[src/rtl/shared_counter_arbiter_pkg.sv]
// Shared definitions for the shared-counter arbiter: data width, opcodes and FSM states.
package shared_counter_pkg;

    localparam int WIDTH = 9;

    localparam logic [1:0] OP_LOAD = 2'b00;
    localparam logic [1:0] OP_ADD  = 2'b01;
    localparam logic [1:0] OP_SUB  = 2'b10;
    localparam logic [1:0] OP_CLR  = 2'b11;

    typedef enum logic [1:0] {
        IDLE  = 2'b00,
        WR_HI = 2'b01,
        WR_LO = 2'b10,
        DONE  = 2'b11
    } state_t;

endpackage

[src/rtl/shared_counter_arbiter_if.sv]
// Bundle of the two requester ports, status outputs and the counter write port.
interface shared_counter_arbiter_if #(
    parameter int WIDTH = shared_counter_pkg::WIDTH
);
    logic             req0;
    logic [1:0]       op0;
    logic [WIDTH-1:0] operand0;
    logic             ack0;
    logic             req1;
    logic [1:0]       op1;
    logic [WIDTH-1:0] operand1;
    logic             ack1;
    logic             ovf;
    logic             busy;
    logic             owner;
    logic [WIDTH-1:0] cnt_value;
    logic [WIDTH-1:0] cnt_wrdata;
    logic             cnt_wr;

    // Arbiter side
    modport slave (
        input  req0, op0, operand0, req1, op1, operand1, cnt_value,
        output ack0, ack1, ovf, busy, owner, cnt_wrdata, cnt_wr
    );

    // Requesters and counter side
    modport master (
        output req0, op0, operand0, req1, op1, operand1, cnt_value,
        input  ack0, ack1, ovf, busy, owner, cnt_wrdata, cnt_wr
    );
endinterface

[src/rtl/shared_counter_arbiter_rr_arb2.sv]
// Combinational two-way round-robin pick; prio names the requester that wins a tie.
module rr_arb2 (
    input  logic req0,
    input  logic req1,
    input  logic prio,
    output logic gnt_valid,
    output logic gnt_idx
);
    assign gnt_valid = req0 | req1;
    assign gnt_idx   = (req0 & req1) ? prio : req1;
endmodule

[src/rtl/shared_counter_arbiter.sv]
// Round-robin sequencer that performs read-modify-write operations on the shared counter
// for two requesters, using the counter's pulsed wr/wrdata protocol.
module shared_counter_arbiter
    import shared_counter_pkg::*;
#(
    parameter int WIDTH    = shared_counter_pkg::WIDTH,
    parameter bit SATURATE = 1'b0
) (
    input  logic                     clk,
    input  logic                     nrst,
    shared_counter_arbiter_if.slave  bus
);
    state_t           state_reg, state_next;
    logic             prio_reg;
    logic             owner_reg;
    logic             cnt_wr_reg;
    logic             ack0_reg, ack1_reg;
    logic             ovf_reg;
    logic [WIDTH-1:0] wrdata_reg;

    logic             gnt_valid, gnt_idx;
    logic [1:0]       sel_op;
    logic [WIDTH-1:0] sel_operand;
    logic [WIDTH:0]   sum;
    logic [WIDTH-1:0] diff;
    logic             borrow;
    logic [WIDTH-1:0] result;
    logic             ovf_calc;

    rr_arb2 u_arb (
        .req0      (bus.req0),
        .req1      (bus.req1),
        .prio      (prio_reg),
        .gnt_valid (gnt_valid),
        .gnt_idx   (gnt_idx)
    );

    assign sel_op      = gnt_idx ? bus.op1 : bus.op0;
    assign sel_operand = gnt_idx ? bus.operand1 : bus.operand0;

    // cnt_value is stable at the grant edge since this block is the counter's only writer
    assign sum    = {1'b0, bus.cnt_value} + {1'b0, sel_operand};
    assign diff   = bus.cnt_value - sel_operand;
    assign borrow = sel_operand > bus.cnt_value;

    always_comb begin
        result   = '0;
        ovf_calc = 1'b0;
        case (sel_op)
            OP_LOAD: result = sel_operand;
            OP_ADD: begin
                ovf_calc = sum[WIDTH];
                result   = (SATURATE && sum[WIDTH]) ? '1 : sum[WIDTH-1:0];
            end
            OP_SUB: begin
                ovf_calc = borrow;
                result   = (SATURATE && borrow) ? '0 : diff;
            end
            OP_CLR:  result = '0;
            default: result = '0;
        endcase
    end

    always_comb begin
        state_next = state_reg;
        case (state_reg)
            IDLE:    if (gnt_valid) state_next = WR_HI;
            WR_HI:   state_next = WR_LO;
            WR_LO:   state_next = DONE;
            DONE:    state_next = IDLE;
            default: state_next = IDLE;
        endcase
    end

    always_ff @(posedge clk) begin
        if (!nrst) state_reg <= IDLE;
        else       state_reg <= state_next;
    end

    always_ff @(posedge clk) begin
        if (!nrst) begin
            prio_reg   <= 1'b0;
            owner_reg  <= 1'b0;
            cnt_wr_reg <= 1'b0;
            ack0_reg   <= 1'b0;
            ack1_reg   <= 1'b0;
            ovf_reg    <= 1'b0;
            wrdata_reg <= '0;
        end else begin
            cnt_wr_reg <= 1'b0;
            ack0_reg   <= 1'b0;
            ack1_reg   <= 1'b0;
            case (state_reg)
                IDLE: begin
                    if (gnt_valid) begin
                        owner_reg  <= gnt_idx;
                        wrdata_reg <= result;
                        ovf_reg    <= ovf_calc;
                        cnt_wr_reg <= 1'b1;
                    end
                end
                // Counter commits on this edge, so the ack lands with the new value visible
                WR_LO: begin
                    ack0_reg <= ~owner_reg;
                    ack1_reg <= owner_reg;
                end
                DONE:    prio_reg <= ~owner_reg;
                default: ;
            endcase
        end
    end

    assign bus.cnt_wr     = cnt_wr_reg;
    assign bus.cnt_wrdata = wrdata_reg;
    assign bus.ack0       = ack0_reg;
    assign bus.ack1       = ack1_reg;
    assign bus.ovf        = ovf_reg & (state_reg == DONE);
    assign bus.busy       = (state_reg != IDLE);
    assign bus.owner      = owner_reg;

endmodule
[src/flat_wrapper.sv]
// flat-port wrapper written by rule: the top's interface ports become plain ports
module shared_counter_arbiter_flat import shared_counter_pkg::*;
#(
    parameter int WIDTH    = shared_counter_pkg::WIDTH,
    parameter bit SATURATE = 1'b0
)
  (clk, nrst, bus_req0, bus_op0, bus_operand0, bus_req1, bus_op1, bus_operand1, bus_cnt_value, bus_ack0, bus_ack1, bus_ovf, bus_busy, bus_owner, bus_cnt_wrdata, bus_cnt_wr);
  shared_counter_arbiter_if #(.WIDTH(WIDTH)) bus_i ();
  input  logic clk;
  input  logic nrst;
  input wire logic [$bits(bus_i.req0)-1:0] bus_req0;
  input wire logic [$bits(bus_i.op0)-1:0] bus_op0;
  input wire logic [$bits(bus_i.operand0)-1:0] bus_operand0;
  input wire logic [$bits(bus_i.req1)-1:0] bus_req1;
  input wire logic [$bits(bus_i.op1)-1:0] bus_op1;
  input wire logic [$bits(bus_i.operand1)-1:0] bus_operand1;
  input wire logic [$bits(bus_i.cnt_value)-1:0] bus_cnt_value;
  output wire logic [$bits(bus_i.ack0)-1:0] bus_ack0;
  output wire logic [$bits(bus_i.ack1)-1:0] bus_ack1;
  output wire logic [$bits(bus_i.ovf)-1:0] bus_ovf;
  output wire logic [$bits(bus_i.busy)-1:0] bus_busy;
  output wire logic [$bits(bus_i.owner)-1:0] bus_owner;
  output wire logic [$bits(bus_i.cnt_wrdata)-1:0] bus_cnt_wrdata;
  output wire logic [$bits(bus_i.cnt_wr)-1:0] bus_cnt_wr;
  assign bus_i.req0 = bus_req0;
  assign bus_i.op0 = bus_op0;
  assign bus_i.operand0 = bus_operand0;
  assign bus_i.req1 = bus_req1;
  assign bus_i.op1 = bus_op1;
  assign bus_i.operand1 = bus_operand1;
  assign bus_i.cnt_value = bus_cnt_value;
  assign bus_ack0 = bus_i.ack0;
  assign bus_ack1 = bus_i.ack1;
  assign bus_ovf = bus_i.ovf;
  assign bus_busy = bus_i.busy;
  assign bus_owner = bus_i.owner;
  assign bus_cnt_wrdata = bus_i.cnt_wrdata;
  assign bus_cnt_wr = bus_i.cnt_wr;
  shared_counter_arbiter #(.WIDTH(WIDTH), .SATURATE(SATURATE)) u_core (.clk(clk), .nrst(nrst), .bus(bus_i));
endmodule
[config.mk]
export PLATFORM = sky130hd
export DESIGN_NAME = shared_counter_arbiter_flat
export DESIGN_NICKNAME = d
export VERILOG_FILES = /design/src/rtl/shared_counter_arbiter_pkg.sv /design/src/rtl/shared_counter_arbiter_if.sv /design/src/rtl/shared_counter_arbiter_rr_arb2.sv /design/src/rtl/shared_counter_arbiter.sv /design/src/flat_wrapper.sv
export SDC_FILE = /design/constraint.sdc
export NUM_CORES = 1
export LEC_CHECK = 0
export ABC_AREA = 0
export BUFFER_PORTS_ARGS = -buffer_cell sky130_fd_sc_hd__buf_2
export CAP_MARGIN = 20
export CELL_PAD_IN_SITES_DETAIL_PLACEMENT = 2
export CELL_PAD_IN_SITES_GLOBAL_PLACEMENT = 2
export CORE_MARGIN = 1.5
export CORE_UTILIZATION = 25
export CTS_CLUSTER_SIZE = 10
export DETAILED_ROUTE_END_ITERATION = 7
export PLACE_DENSITY_LB_ADDON = 0.1
export SLEW_MARGIN = 20
export SYNTH_ARGS = -nofsm -noshare
export SYNTH_HDL_FRONTEND = slang
export SYNTH_HIERARCHICAL = 1
export SYNTH_SLANG_ARGS = --single-unit
[constraint.sdc]
create_clock -name clk -period 3.6 [get_ports clk]
set_input_delay 0.54 -clock clk [delete_from_list [all_inputs] [get_ports clk]]
set_output_delay 0.54 -clock clk [all_outputs]
set_load 0.05 [all_outputs]
==> After elaboration in Yosys (flattened, before gate mapping) <==
Index checks and enable logic that the tools add are counted.
Widths: inputs -> output; s select.
{ "word_totals": {"out_inout_bits": 15, "ff_bits": 17} }
{ "op_classes": {"bitwise": 4, "mux": 8, "order_cmp": 1, "n_eq_ne": 7, "add_sub_neg": 2, "reduce_logical": 6} }
{ "op_table": {"columns": ["op", "n"], "rows": [
  ["$pmux 9 s4", 1],
  ["$add 9x9->10", 1],
  ["$gt 9x9->1", 1],
  ["$mux 9", 1],
  ["$sub 9x9->9", 1],
  ["$eq 2x2->1 const B", 4],
  ["$pmux 2 s4", 1],
  ["$reduce_and 2->1", 3],
  ["$eq 2x1->1 const B", 2],
  ["$logic_not 2->1", 2],
  ["$mux 2", 2],
  ["$and 1x1->1", 2],
  ["$mux 1", 2],
  ["$ne 2x1->1 const B", 1],
  ["$pmux 1 s2", 1],
  ["$reduce_bool 2->1", 1],
  ["$not 1->1", 1],
  ["$or 1x1->1", 1]
]} }

==> Logic depth before layout (Yosys ltp) <==
Gate-level depths: netlist of the first run.
{ "logic_depth": {"ltp_word": 5, "ltp_mapped": 12} }

==> Hierarchy <==
The synthesis of the first run kept the hierarchy.
{ "by_module_without_submodules": {"columns": ["module", "n_inst", "cells_per_inst", "area_per_inst_um2"], "rows": [
  ["shared_counter_arbiter", 1, 245, 1975.6],
  ["rr_arb2", 1, 3, 17.5]
]} }

==> Worst setup path after synthesis of the first run <==
No wires, ideal clock.
{ "synth_timing": {"kind": "input to register", "start": "input port bus_req1", "end": "register u_core.wrdata_reg[8] (netlist: u_core/bus.cnt_wrdata[8])", "path_slack_ns": 0.644, "path_stages": 9, "arrival_time_ns": 2.884, "required_ns": 3.528, "path_buffers": 1, "path_cell_list": "a21boi_1 -> buf_2 -> mux2_2 -> ha_1 -> fa_1 -> a221oi_2 -> o41ai_1 -> a211oi_2 -> a2bb2oi_1"} }
{ "synth_via": {"elab_chain_len": 5, "elab_cells_between_ends": 13, "classes_between": "2 x add/sub; 3 x eq/ne; 4 x mux; 2 x bitwise; 2 x reduce/logical"} }
{ "synth_lines": {"columns": ["element", "line", "source"], "rows": [
  ["start: declaration", "flat_wrapper.sv:14", "input wire logic [$bits(bus_i.req1)-1:0] bus_req1;"],
  ["$and 1x1->1", "shared_counter_arbiter_rr_arb2.sv:10", "assign gnt_idx = (req0 & req1) ? prio : req1;"],
  ["$mux 1", "shared_counter_arbiter_rr_arb2.sv:10", null],
  ["$mux 9 or $mux 2 (tied branches)", "shared_counter_arbiter.sv:39, shared_counter_arbiter.sv:38", null],
  ["$sub 9x9->9, or another cell as far along", "shared_counter_arbiter.sv:43", "assign diff = bus.cnt_value - sel_operand;"],
  ["$pmux 9 s4", "shared_counter_arbiter.sv:49", "case (sel_op)"],
  ["end signal: assignment", "shared_counter_arbiter.sv:97", "wrdata_reg <= result;"],
  ["end: declaration", "shared_counter_arbiter.sv:19", "logic [WIDTH-1:0] wrdata_reg;"]
]} }
Several ways; a longest one is shown, not always the timed one.
A chain may end at the register's enable or synchronous reset.

==> Final worst setup path of the first run <==
{ "layout_timing": {"start": "register u_core.prio_reg", "end": "register u_core.wrdata_reg[8] (netlist: u_core/bus.cnt_wrdata[8])"} }
{ "layout_via": {"elab_chain_len": 4, "elab_cells_between_ends": 10, "classes_between": "2 x add/sub; 3 x eq/ne; 4 x mux; 1 x reduce/logical"} }
{ "layout_lines": {"columns": ["element", "line", "source"], "rows": [
  ["start: declaration", "shared_counter_arbiter.sv:14", "logic prio_reg;"],
  ["start signal: assignment", "shared_counter_arbiter.sv:107", "DONE: prio_reg <= ~owner_reg;"],
  ["$mux 1 (*)", "shared_counter_arbiter_rr_arb2.sv:10", null],
  ["via u_core.gnt_idx", "shared_counter_arbiter.sv:21", "logic gnt_valid, gnt_idx;"],
  ["$mux 9 or $mux 2 (tied branches)", "shared_counter_arbiter.sv:39, shared_counter_arbiter.sv:38", null],
  ["$sub 9x9->9, or another cell as far along", "shared_counter_arbiter.sv:43", null],
  ["$pmux 9 s4 (*)", "shared_counter_arbiter.sv:49", null]
]} }
Mark *: on every way through the listed nets, which the timed path passes. The rest lies on a longest branch.

==> results.cfg, run 1 <==
[logic_synthesis]
synth_top_family_by_area = compound AO/OA/AOI/OAI gates
muxShareOfSynthArea_pct = 7.72
synth.area.top_cells = dfxtp_1, ha_1, mux2i_1, inv_1, nand2_1
syn-num-nets = 311
synth_edf_count = 0
syn_area_sq_um = 1990
synthArstFlopShare_pct = 0
synthCells = 248
synth-simple-area-share_pct = 23.5
yosys.area.top_type = dfxtp_1
syn_area_per_cell_sq_um = 8.04
synth_xor_area_share_pct = 0.439
yosysSeqAreaShare_pct = 17.1
synth_cell_types = 59
synth-adder-area-share_pct = 18.3
yosysWarnings = 6
synth_top_area_share_pct = 17.1
synthFlopType = dfxtp_1
ys_seq_elements = 17
synth_compound_area_share_pct = 25.5

[placed_design]
dp_slack_ns = 0.396
place_congestion = 0.764
dp_hpwl_um = 5700
io_buffers = 49
place_inst = 394

[clocking]
tritoncts = built
cts_buffers = 3
ctsLongestPathBuffers = 2
post-cts-setup-buffers = 0
cts_hold_buffers = 0
cts_sinks = 17
clk_pin_slew_ns = 0.08
htree_num_levels = 1
clock_latency_ns = 0.26
cts_root_buf = clkbuf_8
cts_resized = 0

[detailed_routing]
via_per_inst = 5.12
num_vias = 2038
routed-wl-met3_um = 188
wl_met1_um = 3370
met2WireLength_um = 3630
top_layer_used = met4
ant_nets = 0
drt-wirelength-per-cell_um = 18.2
first_iter_violations = 32
routed_wl_um = 7230
drt_drc_violations_left = 0
dr.pass1.iters = 4

[sta]
setup_viol = 0
period_needed_ns = 2.88
fmax_mhz = 347
tightest_slew_ns = 0.644
hold_slack_ns = 0.489
finalWorstSetupSlack_ns = 0.715
post-route-period-util_pct = 80.1
slew_headroom_pct = 57.0
finalClockSkew_ns = 0.00126
finalSetupTns_ns = 0
maxSlewViolCount = 0
hold_viol_final = 0
rsz0062_at_grt = no

[worst_setup_path]
arrival_ns = 3.08
critPathRequiredTime_ns = 3.80
setup.worst_path.start_class = flip-flop
path_max_fanout = 12
critPathKind = reg2reg
endpoint_kind = flip-flop

[layout]
area.growth.synth_to_final_pct = 21.2
num_antenna_cells = 0
drive_above_1_share_pct = 24.7
final_cells = 398
fin_nets = 360
largest_register_ffs = 9
utilization_pct = 31.3

[die]
initial_core_util_pct = 25.8
row_count = 32
fp.dieW_um = 92.3
die_h_um = 92.3
io_pins = 50
die-area_sq_um = 8520
core-area_sq_um = 7730

[global_route]
grt_max_degree = 21
antenna_found_initial = 0
grt_pass1_wl_um = 11800
grtUsageTotal_pct = 17.7
grt_pass1_vias = 2198
gr-total-overflow = 0

[pwr]
irDropWorstVdd_mv = 0.153
leakagePower_nw = 1.17
cellPowerDensity_nw_per_um2 = 478

[hold_path]
hold_class = reg2reg

[run]
drv_cap = 0

[outcome]
status = completed
-- power by group --
| part | leakage [nW] | total [mW] | switching [mW] | internal [mW] |
|---|---|---|---|---|
| clock network | 0.0255 | 0.161 | 0.0839 | 0.0772 |
| registers | 0.140 | 0.270 | 0.0309 | 0.239 |
| logic | 1.01 | 0.724 | 0.488 | 0.236 |
-- synthesized netlist by cell type (all sizes together), types with 4 or more instances --
cell type	number
ha	26
nand2	19
nor2b	6
o211a	5
nor2	14
nand2b	4
a221oi	5
and2	5
mux2i	12
dfxtp	17
nor3	5
o21ai	6
nand4	5
inv	27
nand3	8
buf	4
clkbuf	7
a21oi	9
and3	4
a211oi	6
-- worst paths after layout --
path / cells after the start / slack (ns) / end / startpoint
setup / recovery: 10 / 0.72 / u_core/bus.cnt_wrdata[8] / u_core/prio_reg
hold / removal: 2 / 0.49 / u_core/bus.cnt_wrdata[3] / u_core/bus.cnt_wrdata[3]
setup reg to reg: 10 / 0.72 / u_core/bus.cnt_wrdata[8] / u_core/prio_reg
hold reg to reg: 2 / 0.49 / u_core/bus.cnt_wrdata[3] / u_core/bus.cnt_wrdata[3]
-- per-stage QoR --
stage          total power [mW]  cell area [sq um]
6_report                   1.16               2410
5_1_grt                    1.25               2410
4_1_cts                    1.18               2410
3_5_place_dp               1.01               2370
3_3_place_gp               1.00               2370
2_1_floorplan             0.793               1990
-- kinds of logic after synthesis --
| kind of cell | count (synthesis) |
|---|---|
| AO/OA/AOI/OAI | 64 |
| XOR/XNOR | 1 |
| flip-flops | 17 |
| buffers and inverters | 38 |
| multiplexers | 15 |
| AND/OR/NAND/NOR | 85 |
| adder cells (fa/ha/maj) | 28 |
-- routing by layer --
| metal | track usage [%] | vias up |
|---|---|---|
| met1 | 23.3 | 1004 |
| li1 | - | 996 |
| met3 | 2.22 | 4 |
| met5 | 0 | - |
| met4 | 1.79 | 0 |
| met2 | 31.9 | 34 |
-- cells in the final DEF (no fill, tap or decap), types with 3 or more instances in the layout --
cell type / count
buf_2: 49
inv_1: 27
ha_1: 26
nand2_1: 19
dfxtp_1: 17
nor2_1: 13
mux2i_1: 12
a21oi_1: 9
nand3_1: 8
nor2b_1: 6
o21ai_0: 6
buf_4: 6
and2_1: 5
o211a_1: 5
a211oi_1: 5
nand4_1: 5
nor3_1: 4
nand2b_1: 4
and3_1: 4
clkbuf_8: 3
a21o_1: 3
o21a_1: 3
a211o_1: 3
a221oi_1: 3
-- layout make-up --
cell class / instances / area, sq um
Multi-Input combinational cell: 193 / 1510
Inverter: 27 / 101
Clock inverter: 1 / 5.00
Tap cell: 102 / 128
Clock buffer: 3 / 41.3
Sequential cell: 17 / 340
Fill cell: 922 / 5310
Timing Repair Buffer: 55 / 290
-- worst max-delay path, stage by stage, from the launching register on --
cell	delay, ns
dfxtp_1	0.33
inv_1	0.05
a21boi_2	0.12
buf_4	0.26
mux2_2	0.40
ha_1	0.22
fa_1	0.44
a221oi_2	0.40
o41ai_1	0.18
a211oi_2	0.26
a2bb2oi_1	0.15
No activity file was read; power rests on OpenSTA's default activity.
==> run 2, diff against run 1 <==
--- a/config.mk
+++ b/config.mk
@@ -5,7 +5,7 @@
 export SDC_FILE = /design/constraint.sdc
 export NUM_CORES = 1
 export LEC_CHECK = 0
-export ABC_AREA = 0
+export ABC_AREA = 1
 export BUFFER_PORTS_ARGS = -buffer_cell sky130_fd_sc_hd__buf_2
 export CAP_MARGIN = 20
 export CELL_PAD_IN_SITES_DETAIL_PLACEMENT = 2
==> constraint.sdc (replaced) <==
create_clock -name clk -period 2.45 [get_ports clk]
set_input_delay 0.3675 -clock clk [delete_from_list [all_inputs] [get_ports clk]]
set_output_delay 0.3675 -clock clk [all_outputs]
set_load 0.05 [all_outputs]
==> results.cfg, run 2 <==
[sta]
tightest_slew_ns = 0.468
fmax_mhz = 433
slew_headroom_pct = 68.8
post-route-period-util_pct = 94.3
setup_viol = 0
finalSetupTns_ns = 0
period_needed_ns = 2.31
maxSlewViolCount = 0
rsz0062_at_grt = yes
finalClockSkew_ns = 0.00479
hold_slack_ns = 0.432
hold_viol_final = 0
finalWorstSetupSlack_ns = 0.139

[die]
initial_core_util_pct = 26.2
row_count = 31
die-area_sq_um = 8270
die_h_um = 90.9
fp.dieW_um = 90.9
core-area_sq_um = 7370
io_pins = 50

[worst_setup_path]
reg2reg_from = u_core/prio_reg
rr_endpoint = u_core/bus.cnt_wrdata[7]
critPathRequiredTime_ns = 2.58
critPathKind = reg2reg
reg2reg_setup_slack_ns = 0.14
path_max_fanout = 5
endpoint_kind = flip-flop
setup.worst_path.start_class = flip-flop
reg2reg_depth = 17
arrival_ns = 2.44

[pwr]
leakagePower_nw = 1.46
p_clk_share_pct = 12.3
cellPowerDensity_nw_per_um2 = 641
seq_power_share_pct = 22.5
switchingPower_mw = 0.867
combPwrFrac_pct = 65.2
power_mw = 1.71
intPower_mw = 0.843
irDropWorstVdd_mv = 0.226
swShare_pct = 50.7

[detailed_routing]
num_vias = 2285
drt_drc_violations_left = 0
ant_nets = 0
dr.pass1.iters = 4
first_iter_violations = 29
via_per_inst = 4.66
drt-wirelength-per-cell_um = 14.7
routed_wl_um = 7230

[hold_path]
hold_start = nrst
worstHoldPathCells = 3
hold-path-endpoint = u_core/state_reg[1]
hold_class = in2reg

[run]
drv_cap = 0

[layout]
utilization_pct = 36.2
final_cells = 490
drive_above_1_share_pct = 32.2
fin_nets = 455
area.growth.synth_to_final_pct = 37.9
layout_common_cells = nand2_1, buf_2, inv_1
final_common_cell = nand2_1
finish.instance_area_sq_um = 2670
largest_register_ffs = 9
num_antenna_cells = 0
multi_input_area_sq_um = 1440
seqCellArea_sq_um = 342
n_fill_cell = 951

[clocking]
cts_root_buf = clkbuf_8
post-cts-setup-buffers = 0
cts_hold_buffers = 0
clock_latency_ns = 0.25
clk_pin_slew_ns = 0.07
tritoncts = built
cts_buffers = 3
cts_sinks = 17
htree_num_levels = 1
ctsLongestPathBuffers = 2

[logic_synthesis]
yosysWarnings = 6
synth.most_common_cell = nand2_1
yosys.area.top_type = nand2_1
syn-num-nets = 375
ys_seq_elements = 17
synthFlopType = dfxtp_1
yosysSeqAreaShare_pct = 17.6
synth_top_area_share_pct = 18.1
synth_cell_types = 33
synthArstFlopShare_pct = 0
synth.area.top_cells = nand2_1, dfxtp_1, ha_1, inv_1, nand3_1
synthCells = 312
syn_area_sq_um = 1930
synthTopCellsByCount = nand2_1, inv_1, nand3_1
syn_area_per_cell_sq_um = 6.20
synth_edf_count = 0

[global_route]
grt_max_degree = 15
grtUsageTotal_pct = 17.5
gr-total-overflow = 0
antenna_found_initial = 0
grt_pass1_wl_um = 11700
grt_pass1_vias = 2563

[outcome]
status = completed

[placed_design]
place_congestion = 0.769
dp_slack_ns = -0.136
dp_hpwl_um = 6120
place_inst = 486
place_area_sq_um = 2510
io_buffers = 49
[run 2: cell count changes in the layout (fill, tap and decap cells not counted), sizes merged, moves of 6 or more]
cell,change
a21oi,+15
buf,+28
inv,+28
mux2i,-12
nand2,+76
nand3,+22
nor2b,-6
o21ai,+13
[run 2: critical path, stage by stage, from the launching register on]
cell     delay [ns]
dfxtp_2        0.34
nand3_1        0.11
nand2_2        0.12
inv_2          0.06
or2_1          0.23
o21ai_2        0.08
buf_4          0.16
ha_1           0.25
inv_2          0.11
nand2_1        0.09
nor2_1         0.12
nand3_2        0.09
nand2_1        0.08
nand2_1        0.05
nand3_1        0.07
nand3_1        0.08
nand2_1        0.10
a21oi_2        0.05
[run 2: logic make-up after synthesis]
logic type | count (synthesis) | synth area share [%]
buffers and inverters | 63 | 13.0
AOI/OAI and AO/OA | 52 | 16.0
and+or+nand+nor | 152 | 34.5
DFF | 17 | 17.6
adders and majority gates | 28 | 18.9
[run 2: area by class of cell]
type                       instances  area share (%)
multi-input combinational        232            54.0
sequential                        17            12.8
tap                               99            4.65
timing repair buffer              83            19.1
inverter                          55            7.75
clock buffer                       4            1.69
[run 2: power groups by stage]
stage / registers, mW / logic (mW) / clock network [mW]
floorplan: 0.558 / 0.540 / 0
global placement: 0.387 / 1.05 / 0
detailed placement: 0.391 / 1.07 / 0
global route: 0.395 / 1.24 / 0.234
CTS: 0.385 / 1.08 / 0.219
finish: 0.385 / 1.11 / 0.211
[run 2: what timing repair did]
item	CTS	global route
gates resized for setup	2	29
endpoints found under the setup margin	3	9
pin swaps	0	3
[run 2: how the worst max path moves through the flow]
stage / from / endpoint / slack (ns) / depth (start not counted)
detailed placement: bus_req0 / u_core/bus.cnt_wrdata[6] / -0.14 / 19
global route: u_core/prio_reg / u_core/bus.cnt_wrdata[6] / -0.04 / 17
finish: u_core/prio_reg / u_core/bus.cnt_wrdata[7] / 0.14 / 17
CTS: u_core/prio_reg / u_core/bus.cnt_wrdata[8] / 0.02 / 17
global placement: bus_req0 / u_core/bus.cnt_wrdata[8] / -0.07 / 18
floorplan: bus_req0 / u_core/bus.cnt_wrdata[6] / 0.21 / 17
[run 2: routing by layer]
metal / vias to the layer above / track usage [%] / routed length (um)
li1: 1141 / - / -
met3: 2 / 2.09 / 189
met1: 1103 / 21.0 / 3270
met4: 0 / 1.56 / 8
met2: 39 / 33.8 / 3760
met5: - / 0 / 0
==> run 3, diff against run 2 <==
--- a/config.mk
+++ b/config.mk
@@ -14,7 +14,7 @@
 export CORE_UTILIZATION = 25
 export CTS_CLUSTER_SIZE = 10
 export DETAILED_ROUTE_END_ITERATION = 7
-export PLACE_DENSITY_LB_ADDON = 0.1
+export PLACE_DENSITY_LB_ADDON = 0.15
 export SLEW_MARGIN = 20
 export SYNTH_ARGS = -nofsm -noshare
 export SYNTH_HDL_FRONTEND = slang
==> results.cfg, run 3 (same netlist as run 2, synthesis figures left out) <==
[global_route]
grt_pass1_vias = 2545
grt_pass1_wl_um = 12400
grt_max_degree = 15
met3_usage_pct = 2.09
met2_usage_pct = 36.2
antenna_found_initial = 0
gr-total-overflow = 0
busiest_layer = met2
grtUsageTotal_pct = 18.6
gr-usage-met1_pct = 22.4

[layout]
final_common_cell = nand2_1
multi_input_area_sq_um = 1460
fin_nets = 459
largest_register_ffs = 9
n_fill_cell = 936
num_antenna_cells = 0
utilization_pct = 37.1
layout_common_cells = nand2_1, buf_2, inv_1
area.growth.synth_to_final_pct = 41.3
seqCellArea_sq_um = 342
drive_above_1_share_pct = 35.2

[sta]
hold_viol_final = 0
finalClockSkew_ns = 0.00162
slew_headroom_pct = 69.2
period_needed_ns = 2.35
tightest_slew_ns = 0.462
hold_slack_ns = 0.441
maxSlewViolCount = 0
post-route-period-util_pct = 95.9
fmax_mhz = 426
setup_viol = 0

[pwr]
seq_power_share_pct = 22.0
switchingPower_mw = 0.893
leakagePower_nw = 1.48
combPwrFrac_pct = 65.6
intPower_mw = 0.857
swShare_pct = 51.0
irDropWorstVdd_mv = 0.284
p_clk_share_pct = 12.4
cellPowerDensity_nw_per_um2 = 640

[detailed_routing]
num_vias = 2293
routed_wl_um = 7740
dr.pass1.iters = 4
ant_nets = 0
drt_drc_violations_left = 0
drt-wirelength-per-cell_um = 15.7
via_per_inst = 4.64
first_iter_violations = 73

[worst_setup_path]
path_max_fanout = 5
critPathRequiredTime_ns = 2.63
arrival_ns = 2.53
reg2reg_setup_slack_ns = 0.10
setup.worst_path.start_class = flip-flop
endpoint_kind = flip-flop
critPathKind = reg2reg

[die]
fp.dieW_um = 90.9
core-area_sq_um = 7370
io_pins = 50
die_h_um = 90.9
die-area_sq_um = 8270
row_count = 31
initial_core_util_pct = 26.2

[clocking]
clock_latency_ns = 0.25
cts_sinks = 17
ctsLongestPathBuffers = 2
cts_buffers = 3
htree_num_levels = 1
clk_pin_slew_ns = 0.07
cts_hold_buffers = 0
cts_root_buf = clkbuf_8
tritoncts = built

[placed_design]
dp_hpwl_um = 6240
place_congestion = 0.793
io_buffers = 49

[outcome]
status = completed

[run]
drv_cap = 0

[hold_path]
hold_class = in2reg
==> run 3: cell types whose count changed in the layout (fill, tap and decap cells not counted), moves of 2 or more <==
cell / before / now
a21oi_2: 5 / 7
ha_2: 1 / 4
nand3_1: 28 / 25
nand2_1: 86 / 84
ha_1: 21 / 19
nand3_2: 2 / 5
a21oi_1: 18 / 16
buf_4: 32 / 36
==> run 3: area by class of cell <==
cell class,instances,area share (%)
Multi-Input combinational cell,232,53.6
Inverter,55,7.70
Timing Repair Buffer,87,20.0
Clock buffer,4,1.65
Tap cell,99,4.54
Sequential cell,17,12.5
==> run 3: per-layer routing <==
layer  vias up  share of wire (%)
met2        41                 53
met5         -                  0
met3         6                2.6
met4         0               0.90
met1      1092                 44
li1       1154                  -
==> run 3: power by group through the flow <==
stage / combinational, mW / sequential [mW] / clock [mW]
CTS: 1.10 / 0.386 / 0.222
floorplan: 0.540 / 0.558 / 0
detailed placement: 1.08 / 0.390 / 0
finish: 1.15 / 0.385 / 0.216
global placement: 1.05 / 0.387 / 0
global route: 1.27 / 0.395 / 0.237
==> run 3: final timing paths <==
kind,from,to,depth (start not counted)
setup reg to reg,u_core/prio_reg,u_core/bus.cnt_wrdata[4],15
hold / removal,nrst,u_core/prio_reg,3
setup / recovery,u_core/prio_reg,u_core/bus.cnt_wrdata[4],15
hold reg to reg,u_core/bus.cnt_wrdata[6],u_core/bus.cnt_wrdata[6],2
==> run 3: stage by stage <==
| stage | instance area, sq um | cells | worst slack [ns] | total power [mW] | setup TNS, ns |
|---|---|---|---|---|---|
| final | 2730 | 494 | 0.102 | 1.75 | 0 |
| after CTS | 2560 | 489 | 0.00527 | 1.71 | 0 |
| after global placement | 2490 | 483 | -0.0883 | 1.44 | -0.173 |
| after floorplan | 1930 | 312 | 0.210 | 1.10 | 0 |
| after detailed placement | 2490 | 483 | -0.165 | 1.47 | -0.942 |
| after global routing | 2730 | 494 | -0.0347 | 1.91 | -0.0922 |
==> run 3: worst max-delay path: stages (launching register included) <==
cell	delay (ns)
dfxtp_2	0.34
nand3_1	0.10
nand2_2	0.11
inv_2	0.06
or2_1	0.20
o21ai_0	0.10
buf_4	0.18
ha_1	0.21
inv_1	0.07
nand2_2	0.11
nand2_2	0.09
a21oi_1	0.20
o21ai_0	0.16
nand3_1	0.11
nand3_1	0.10
a21oi_1	0.15
==> run 3: timing repair <==
item | CTS | global route
endpoints found under the setup margin | 3 | 9
gates resized for setup | 7 | 32
pin swaps | 3 | 8
buffers inserted | 2 | 5
